==> src/rtl/booth_r4_mult_seq.sv <==
// rtl/booth_r4_mult_seq.sv - sequential radix-4 Booth multiplier with valid/ready handshakes
//
// Purpose: multiplies two WIDTH-bit operands, signed or unsigned per operation,
// retiring two multiplier bits per cycle. The result is held in a shadow register
// until the consumer accepts it.
//
// Ports:
//   clk, rst_n          clock (rising edge), asynchronous active-low reset
//   in_valid/in_ready   operand handshake; in_ready is high only while idle
//   is_signed, a, b     operation mode, multiplicand, multiplier (sampled on acceptance)
//   out_valid/out_ready result handshake; result held while out_ready is low
//   product             exact 2*WIDTH-bit product
//   out_signed          mode of the operation that produced product
//   busy                high while an operation is running or waiting to be taken

module booth_r4_mult_seq #(
  parameter int WIDTH = 32,
  localparam int PW = 2 * WIDTH
) (
  input  logic             clk,
  input  logic             rst_n,
  input  logic             in_valid,
  output logic             in_ready,
  input  logic             is_signed,
  input  logic [WIDTH-1:0] a,
  input  logic [WIDTH-1:0] b,
  output logic             out_valid,
  input  logic             out_ready,
  output logic [PW-1:0]    product,
  output logic             out_signed,
  output logic             busy
);

  generate
    if ((WIDTH % 2) != 0 || WIDTH < 4) begin : g_bad_width
      $error("booth_r4_mult_seq: WIDTH must be even and >= 4");
    end
  endgenerate

  // Extended datapath width: two guard bits hold +/-2A for either operand mode.
  localparam int XW = WIDTH + 2;
  localparam int CW = $clog2(WIDTH / 2 + 2);
  localparam logic [CW-1:0] STEPS_SIGNED   = CW'(WIDTH / 2);
  localparam logic [CW-1:0] STEPS_UNSIGNED = CW'(WIDTH / 2 + 1);
  localparam logic [CW-1:0] LAST_STEP      = CW'(1);

  typedef enum logic [1:0] {
    ST_IDLE = 2'd0,
    ST_RUN  = 2'd1,
    ST_DONE = 2'd2
  } state_t;

  state_t          state_q, state_d;
  logic [XW-1:0]   a_q, a_d;
  // Multiplier with the implicit zero below the LSB at bit 0.
  logic [XW:0]     b_q, b_d;
  logic [XW-1:0]   acc_q, acc_d;
  logic [XW-1:0]   lo_q, lo_d;
  logic [CW-1:0]   cnt_q, cnt_d;
  logic            signed_q, signed_d;
  logic [PW-1:0]   product_q, product_d;
  logic            out_signed_q, out_signed_d;

  logic [2:0]      triplet;
  logic            dig_zero;
  logic            dig_two;
  logic            dig_neg;
  logic [XW-1:0]   magnitude;
  logic [XW-1:0]   pp_op;
  logic            pp_cin;
  logic [XW-1:0]   sum;

  // State register
  always_ff @(posedge clk or negedge rst_n) begin
    if (!rst_n) begin
      state_q <= ST_IDLE;
    end else begin
      state_q <= state_d;
    end
  end

  // Next-state logic
  always_comb begin
    state_d = state_q;
    case (state_q)
      ST_IDLE: if (in_valid) state_d = ST_RUN;
      ST_RUN:  if (cnt_q == LAST_STEP) state_d = ST_DONE;
      ST_DONE: if (out_ready) state_d = ST_IDLE;
      default: state_d = ST_IDLE;
    endcase
  end

  // Outputs
  always_comb begin
    in_ready   = (state_q == ST_IDLE);
    out_valid  = (state_q == ST_DONE);
    busy       = (state_q != ST_IDLE);
    product    = product_q;
    out_signed = out_signed_q;
  end

  // Booth digit decode of {b[i+1], b[i], b[i-1]}
  assign triplet = b_q[2:0];

  always_comb begin
    dig_zero = 1'b0;
    dig_two  = 1'b0;
    dig_neg  = 1'b0;
    case (triplet)
      3'b000, 3'b111: dig_zero = 1'b1;
      3'b001, 3'b010: dig_zero = 1'b0;
      3'b011:         dig_two  = 1'b1;
      3'b100: begin
        dig_two = 1'b1;
        dig_neg = 1'b1;
      end
      3'b101, 3'b110: dig_neg = 1'b1;
      default:        dig_zero = 1'b1;
    endcase
  end

  // Negative digits add the inverted magnitude plus a carry-in of one.
  assign magnitude = dig_two ? {a_q[XW-2:0], 1'b0} : a_q;
  assign pp_op     = dig_zero ? '0 : (dig_neg ? ~magnitude : magnitude);
  assign pp_cin    = dig_neg & ~dig_zero;
  // Carry out of the top bit is dropped; the true partial sum always fits XW signed bits.
  assign sum       = acc_q + pp_op + XW'(pp_cin);

  // Datapath next-state
  always_comb begin
    a_d          = a_q;
    b_d          = b_q;
    acc_d        = acc_q;
    lo_d         = lo_q;
    cnt_d        = cnt_q;
    signed_d     = signed_q;
    product_d    = product_q;
    out_signed_d = out_signed_q;
    case (state_q)
      ST_IDLE: begin
        if (in_valid) begin
          a_d      = is_signed ? {{2{a[WIDTH-1]}}, a} : {2'b00, a};
          b_d      = is_signed ? {{2{b[WIDTH-1]}}, b, 1'b0} : {2'b00, b, 1'b0};
          signed_d = is_signed;
          acc_d    = '0;
          lo_d     = '0;
          cnt_d    = is_signed ? STEPS_SIGNED : STEPS_UNSIGNED;
        end
      end
      ST_RUN: begin
        acc_d = {{2{sum[XW-1]}}, sum[XW-1:2]};
        lo_d  = {sum[1:0], lo_q[XW-1:2]};
        b_d   = {{2{b_q[XW]}}, b_q[XW:2]};
        cnt_d = cnt_q - LAST_STEP;
        if (cnt_q == LAST_STEP) begin
          // Signed runs shift out WIDTH low bits, unsigned runs WIDTH+2.
          product_d    = signed_q ? {acc_d[WIDTH-1:0], lo_d[XW-1:2]}
                                  : {acc_d[WIDTH-3:0], lo_d};
          out_signed_d = signed_q;
        end
      end
      default: begin
      end
    endcase
  end

  // Datapath registers
  always_ff @(posedge clk or negedge rst_n) begin
    if (!rst_n) begin
      a_q          <= '0;
      b_q          <= '0;
      acc_q        <= '0;
      lo_q         <= '0;
      cnt_q        <= '0;
      signed_q     <= 1'b0;
      product_q    <= '0;
      out_signed_q <= 1'b0;
    end else begin
      a_q          <= a_d;
      b_q          <= b_d;
      acc_q        <= acc_d;
      lo_q         <= lo_d;
      cnt_q        <= cnt_d;
      signed_q     <= signed_d;
      product_q    <= product_d;
      out_signed_q <= out_signed_d;
    end
  end

endmodule

==> config.mk <==
export PLATFORM = sky130hd
export DESIGN_NAME = booth_r4_mult_seq
export DESIGN_NICKNAME = d
export VERILOG_FILES = /design/src/rtl/booth_r4_mult_seq.sv
export SDC_FILE = /design/constraint.sdc
export NUM_CORES = 1
export LEC_CHECK = 0
export BUFFER_PORTS_ARGS = -buffer_cell sky130_fd_sc_hd__buf_2
export CORE_MARGIN = 3
export CORE_UTILIZATION = 55
export CTS_BUF_LIST = sky130_fd_sc_hd__clkbuf_2 sky130_fd_sc_hd__clkbuf_4 sky130_fd_sc_hd__clkbuf_8
export CTS_CLUSTER_SIZE = 30
export DETAILED_ROUTE_END_ITERATION = 6
export PLACE_DENSITY = 0.76
export SYNTH_ARGS = -nofsm -noshare
export SYNTH_HDL_FRONTEND = slang
export SYNTH_SLANG_ARGS = --single-unit
==> constraint.sdc <==
create_clock -name clk -period 6.8 [get_ports clk]
set_input_delay 2.04 -clock clk [delete_from_list [all_inputs] [get_ports clk]]
set_output_delay 2.04 -clock clk [all_outputs]
set_load 0.005 [all_outputs]
==> out/qor.yml, run 1 <==
status:
  outcome: "finished clean"
grt:
  grt_overflow_total: 0
  antenna_found_initial: 0
  grt_first_pass_wirelength_um: 45900
  grtUsageTotal_pct: 25.5
  grt_max_degree: 101
  grt_pass1_vias: 9062
sta:
  maxSlewHeadroom_pct: 13.8
  fin_setup_tns_ps: 0
  worstMarginPinSlew_ps: 1290
  hold_viol_final: 0
  clock.fmax_mhz: 217
  fin_crit_sh_pct: 67.7
  grt_setup_unrepaired: "false"
  min_period_ps: 4600
  setup_viol_count_final: 0
  maxSlewViolCount: 0
  skew_ps: 22.0
synth:
  synthCells: 1255
  syn-cell-area_sq_um: 11100
  synth_edf_count: 0
  async_flop_share_pct: 100
  synth.avg_cell_area_sq_um: 8.82
  synthesis.nets: 1360
  yosysUniqueCellTypes: 68
  synth_warnings: 0
  ys_seq_elements: 205
  synthFlopType: "dfrtp_1"
  yosysSeqAreaShare_pct: 46.4
setup_path:
  worstPathArrival_ps: 4980
  critPathKind: "register to register"
  reg2reg_from: "b_q[2]"
  reg2reg_slack_ps: 2200
  end_kind: "register"
  critPathLaunch: "b_q[2]"
  rr_worst_depth: 11
  required_ps: 7180
  timing.rr.end: "product[61]"
  crit_fanout: 41
  critPathCapture: "product[61]"
  start_kind: "register"
floorplan:
  fp-row-count: 51
  start_util_pct: 56.5
  dieWidth_um: 148
  pin_count: 137
  core_sq_um: 19600
  die_area_sq_um: 21900
  die_h_um: 148
cts:
  tritoncts: "built"
  cts_hold_buf: 0
  root_buffer: "clkbuf_8"
  cts_buffer_depth: 3
  ctsResizeCount: 0
  clk-insertion-delay-late_ps: 530
  clock_sinks: 205
  ctsHtreeMaxLevel: 2
  clkTransAtPathRegs_ps: 60
  cts_buffers: 37
  postCtsSetupRepairBufs: 0
detailed_routing:
  viasPerCell: 5.67
  drtPass1Iterations: 7
  dr_wl_met2_um: 13700
  vias: 9349
  routedWlPerCell_um: 16.9
  first_iter_violations: 554
  top_layer: "met4"
  wirelength_um: 27900
  wl_met3_um: 1490
  drtAntennaViolNets: 0
  remaining_drc_errors: 0
  drt-met1-wl_um: 11900
layout:
  fin_area_sq_um: 12600
  n_antenna_cell: 0
  drive_gt1_share_pct: 17.4
  area_delta_synth_final_pct: 14.3
  nets: 1465
placement:
  io_buffers: 136
  gp_congestion: 0.937
  place_area_sq_um: 11800
  dp_hpwl_um: 18500
hold_path:
  worstHoldStart: "product[10]"
  hp-class: "register to register"
run:
  drv_cap: 0
## worst min-delay path by stage
| stage | cells after the start | to |
|---|---|---|
| 2_1_floorplan | 1 | cnt_q[4] |
| 3_3_place_gp | 2 | product[43] |
| 3_5_place_dp | 2 | b_q[11] |
| 4_1_cts | 1 | cnt_q[4] |
| 5_1_grt | 1 | product[51] |
| 6_report | 2 | product[10] |
## routing by layer
layer / global-route usage (%) / vias to the layer above
li1: - / 4572
met1: 34.0 / 4461
met2: 42.4 / 260
met3: 4.54 / 56
met4: 8.50 / 0
met5: 0 / -
## cell usage after synthesis, types with 18 or more instances
cell type	instances	area [sq um]
clkbuf_1	60	225
xor2_1	44	385
mux2i_1	36	360
ha_1	34	425
nand3_1	53	265
xnor2_1	18	158
nand2_1	346	1300
nor2_1	38	143
o21ai_0	150	751
dfrtp_1	205	5130
a21o_1	20	150
a22oi_1	62	465
a21oi_1	48	240
## layout make-up
| type | count | area [sq um] |
|---|---|---|
| multi-input combinational | 958 | 5560 |
| inverter | 12 | 45.0 |
| clock buffer | 57 | 691 |
| tap | 265 | 332 |
| timing repair buffer | 146 | 764 |
| sequential | 205 | 5130 |
| clock inverter | 6 | 119 |
| fill | 1682 | 6940 |
## metrics by stage
step / util, % / cells / worst slack [ps] / hold slack (ps)
final: 64.6 / 1649 / 2200 / 473
after global routing: 64.6 / 1649 / 1810 / 499
after CTS: 64.6 / 1649 / 2240 / 475
after detailed placement: 60.4 / 1586 / 2260 / 464
after global placement: 60.4 / 1586 / 2340 / 457
after floorplan: - / 1255 / 3120 / 446
## placed cells by master (no fill, tap or decap), types with 6 or more instances in the layout
cell / n
nand3_1: 53
clkbuf_4: 15
o211ai_1: 6
nand2_1: 345
mux2i_1: 36
inv_1: 12
buf_4: 10
o21ai_0: 150
a22oi_1: 62
dfrtp_1: 203
xor2_1: 43
buf_2: 135
nor2_1: 37
clkbuf_8: 43
ha_1: 34
xnor2_1: 18
o221ai_1: 8
a21o_1: 20
a21oi_1: 48
## cells by family (layout without fill, tap and decap cells)
kind of cell | Yosys count | count (layout) | share of synthesized area, %
flip-flops | 205 | 205 | 46.4
AO/OA/AOI/OAI | 341 | 341 | 19.3
adder cells (fa/ha/maj) | 36 | 36 | 4.21
multiplexers | 39 | 39 | 3.60
buffers and inverters | 92 | 221 | 3.64
XOR/XNOR | 62 | 62 | 4.91
AND/OR/NAND/NOR | 480 | 480 | 18.0
## worst max-delay path, stage by stage, from the launching register on
cell      delay, ps
dfrtp_2        1000
nand2_1         750
o21ai_0         400
ha_1            330
and2_1          170
a221oi_1        580
a21o_1          270
a211oi_2        100
o21ai_0         270
o31ai_1         130
xnor2_1         290
o221ai_1        170
## sequential cells by signal, indices dropped and copies added (netlist names), 2 cells and up
name / cells
b_q: 35
state_q: 2
acc_q: 32
lo_q: 32
product: 64
cnt_q: 5
a_q: 33
Power of run 1 is not shown: default switching activity piles up to over one toggle a cycle in this logic, so the estimate is an artifact.
==> run 2, diff against run 1 <==
--- a/config.mk
+++ b/config.mk
@@ -11,7 +11,7 @@
 export CTS_BUF_LIST = sky130_fd_sc_hd__clkbuf_2 sky130_fd_sc_hd__clkbuf_4 sky130_fd_sc_hd__clkbuf_8
 export CTS_CLUSTER_SIZE = 30
 export DETAILED_ROUTE_END_ITERATION = 6
-export PLACE_DENSITY = 0.76
+export PLACE_DENSITY = 0.79
 export SYNTH_ARGS = -nofsm -noshare
 export SYNTH_HDL_FRONTEND = slang
 export SYNTH_SLANG_ARGS = --single-unit
==> constraint.sdc (replaced) <==
create_clock -name clk -period 3.9 [get_ports clk]
set_input_delay 1.17 -clock clk [delete_from_list [all_inputs] [get_ports clk]]
set_output_delay 1.17 -clock clk [all_outputs]
set_load 0.005 [all_outputs]
==> run 2 against run 1 <==
Core utilization rose by 0.70 points; wire length fell by 0.36%; register-to-register slack got worse by 2000 ps; worst setup slack got worse by 2000 ps; via count rose by 1.3%; sequential share of layout area fell by 0.43 points; cell area rose by 1.1%; non-clock buffer count rose by 11.
==> out/qor.yml, run 2 (synthesis gave the netlist of run 1 again) <==
setup_path:
  reg2reg_from: "b_q[0]"  # was b_q[2]
  worstPathArrival_ps: 4120  # was 4980 ps
  critPathKind: "register to register"  # unchanged
  path_cells: "xor2_2, buf_4, a22oi_1, o21ai_0, ha_1, o21ai_0, a21oi_1, nand4_2, a21oi_2, o21ai_1, a211o_1, mux2_4, a221oi_2"  # was nand2_1, o21ai_0, ha_1, and2_1, a221oi_1, a21o_1, a211oi_2, o21ai_0, o31ai_1, xnor2_1, o221ai_1
  timing.rr.end: "product[62]"  # was product[61]
  start_kind: "register"  # unchanged
  required_ps: 4350  # was 7180 ps
  max_stage_delay_ps: 450  # was 1000 ps
  crit_path_top_delay_cell: "dfrtp_1"  # was dfrtp_2
  end_kind: "register"  # unchanged
  rr_worst_depth: 13  # was 11
  crit_top_cell: "o21ai_0"  # unchanged
  crit_fanout: 32  # was 41
  reg2reg_slack_ps: 230  # was 2200 ps
floorplan:
  fp-row-count: 51  # unchanged
  core_sq_um: 19600  # unchanged
  die_area_sq_um: 21900  # unchanged
  pin_count: 137  # unchanged
  start_util_pct: 56.5  # unchanged
  die_h_um: 148  # unchanged
  dieWidth_um: 148  # unchanged
sta:
  fin_setup_tns_ps: 0  # unchanged
  clock.fmax_mhz: 272  # was 217 MHz
  setup_slack_ps: 229  # was 2200 ps
  maxSlewHeadroom_pct: 24.9  # was 13.8%
  skew_ps: 20.3  # was 22.0 ps
  hold_viol_final: 0  # unchanged
  min_period_ps: 3670  # was 4600 ps
  hold_slack_ps: 474  # was 473 ps
  setup_viol_count_final: 0  # unchanged
  maxSlewViolCount: 0  # unchanged
  worstMarginPinSlew_ps: 1130  # was 1290 ps
  grt_setup_unrepaired: "false"  # unchanged
  fin_crit_sh_pct: 94.1  # was 67.7%
cts:
  tritoncts: "built"  # unchanged
  cts_buffer_depth: 3  # unchanged
  cts_buffers: 36  # was 37
  clk-insertion-delay-late_ps: 550  # was 530 ps
  cts_hold_buf: 0  # unchanged
  ctsHtreeMaxLevel: 2  # unchanged
  root_buffer: "clkbuf_8"  # unchanged
  clkTransAtPathRegs_ps: 60  # about the same
  clock_sinks: 205  # unchanged
  ctsResizeCount: 0  # unchanged
  postCtsSetupRepairBufs: 0  # unchanged
detailed_routing:
  first_iter_violations: 564  # was 554
  drtPass1Iterations: 5  # was 7
  drtAntennaViolNets: 0  # unchanged
  vias: 9475  # was 9,349
  remaining_drc_errors: 0  # unchanged
  routedWlPerCell_um: 16.7  # was 16.9 um
  wirelength_um: 27800  # was 27,900 um
  viasPerCell: 5.70  # was 5.67
hold_path:
  hold_path_end: "product[23]"  # was product[10]
  min_path_cells: 2  # unchanged
  hp-class: "register to register"  # unchanged
  worstHoldStart: "product[23]"  # was product[10]
grt:
  grtUsageTotal_pct: 25.3  # was 25.5%
  antenna_found_initial: 0  # unchanged
  grt_first_pass_wirelength_um: 45900  # unchanged
  grt_pass1_vias: 9266  # was 9,062
  grt_max_degree: 81  # was 101
  grt_overflow_total: 0  # unchanged
placement:
  pre_cts_slack_ps: 276  # was 2260 ps
  dp_hpwl_um: 18900  # was 18,500 um
  gp_congestion: 0.914  # was 0.937
  io_buffers: 136  # unchanged
layout:
  layout_common_cells: "nand2_1, dfrtp_1, o21ai_0"  # unchanged
  drive_gt1_share_pct: 18.3  # was 17.4%
  nets: 1475  # was 1,465
  area_delta_synth_final_pct: 15.5  # was 14.3%
  final_common_cell: "nand2_1"  # unchanged
  n_antenna_cell: 0  # unchanged
  largest_register_ffs: 64  # unchanged
status:
  outcome: "finished clean"  # unchanged
run:
  drv_cap: 0  # unchanged
-- run 2: cell types whose count changed in the layout (fill, tap and decap cells not counted), moves of 2 or more --
cell / delta
clkbuf_4: -11
buf_12: +4
buf_4: +7
clkbuf_8: +6
clkinv_2: +9
bufinv_16: -2
-- run 2: critical path, delay by kind of cell (launching register included) --
family / cells / cell delay, ps
buffers and inverters: 1 / 240
multiplexers: 1 / 330
XOR/XNOR: 1 / 200
AND/OR/NAND/NOR: 1 / 210
adder cells (fa/ha/maj): 1 / 420
AO/OA/AOI/OAI: 8 / 1720
flip-flops: 1 / 450
-- run 2: per-layer routing --
metal,global-route usage (%),up-vias,share of wire (%)
li1,-,4593,-
met1,32.8,4577,43
met2,43.6,236,50
met3,4.20,69,4.6
met4,8.55,0,3.2
met5,0,-,0
-- run 2: final cells by class --
class	count	area, sq um
fillers	1674	6810
inverters	12	45.0
well taps	265	332
clock buffers	52	691
clock inverters	14	116
multi-input cells	958	5570
repair buffers	157	897
flip-flops and latches	205	5130
-- run 2: worst max path at each step --
| stage | depth (start not counted) | to | from | slack, ps |
|---|---|---|---|---|
| floorplan | 15 | product[58] | b_q[2] | 220 |
| global placement | 13 | product[54] | b_q[2] | 370 |
| detailed placement | 14 | product[61] | b_q[0] | 280 |
| CTS | 14 | product[62] | b_q[1] | 250 |
| global route | 14 | product[62] | b_q[1] | 10 |
| finish | 13 | product[62] | b_q[0] | 230 |
-- run 2: stage by stage --
stage / area, sq um / cells / utilization (%)
4_1_cts: 12800 / 1663 / 65.2
3_3_place_gp: 12000 / 1597 / 61.1
3_5_place_dp: 12000 / 1597 / 61.1
2_1_floorplan: 11100 / 1255 / -
6_report: 12800 / 1663 / 65.3
5_1_grt: 12800 / 1663 / 65.3
Power of run 2 is left out for the same reason.
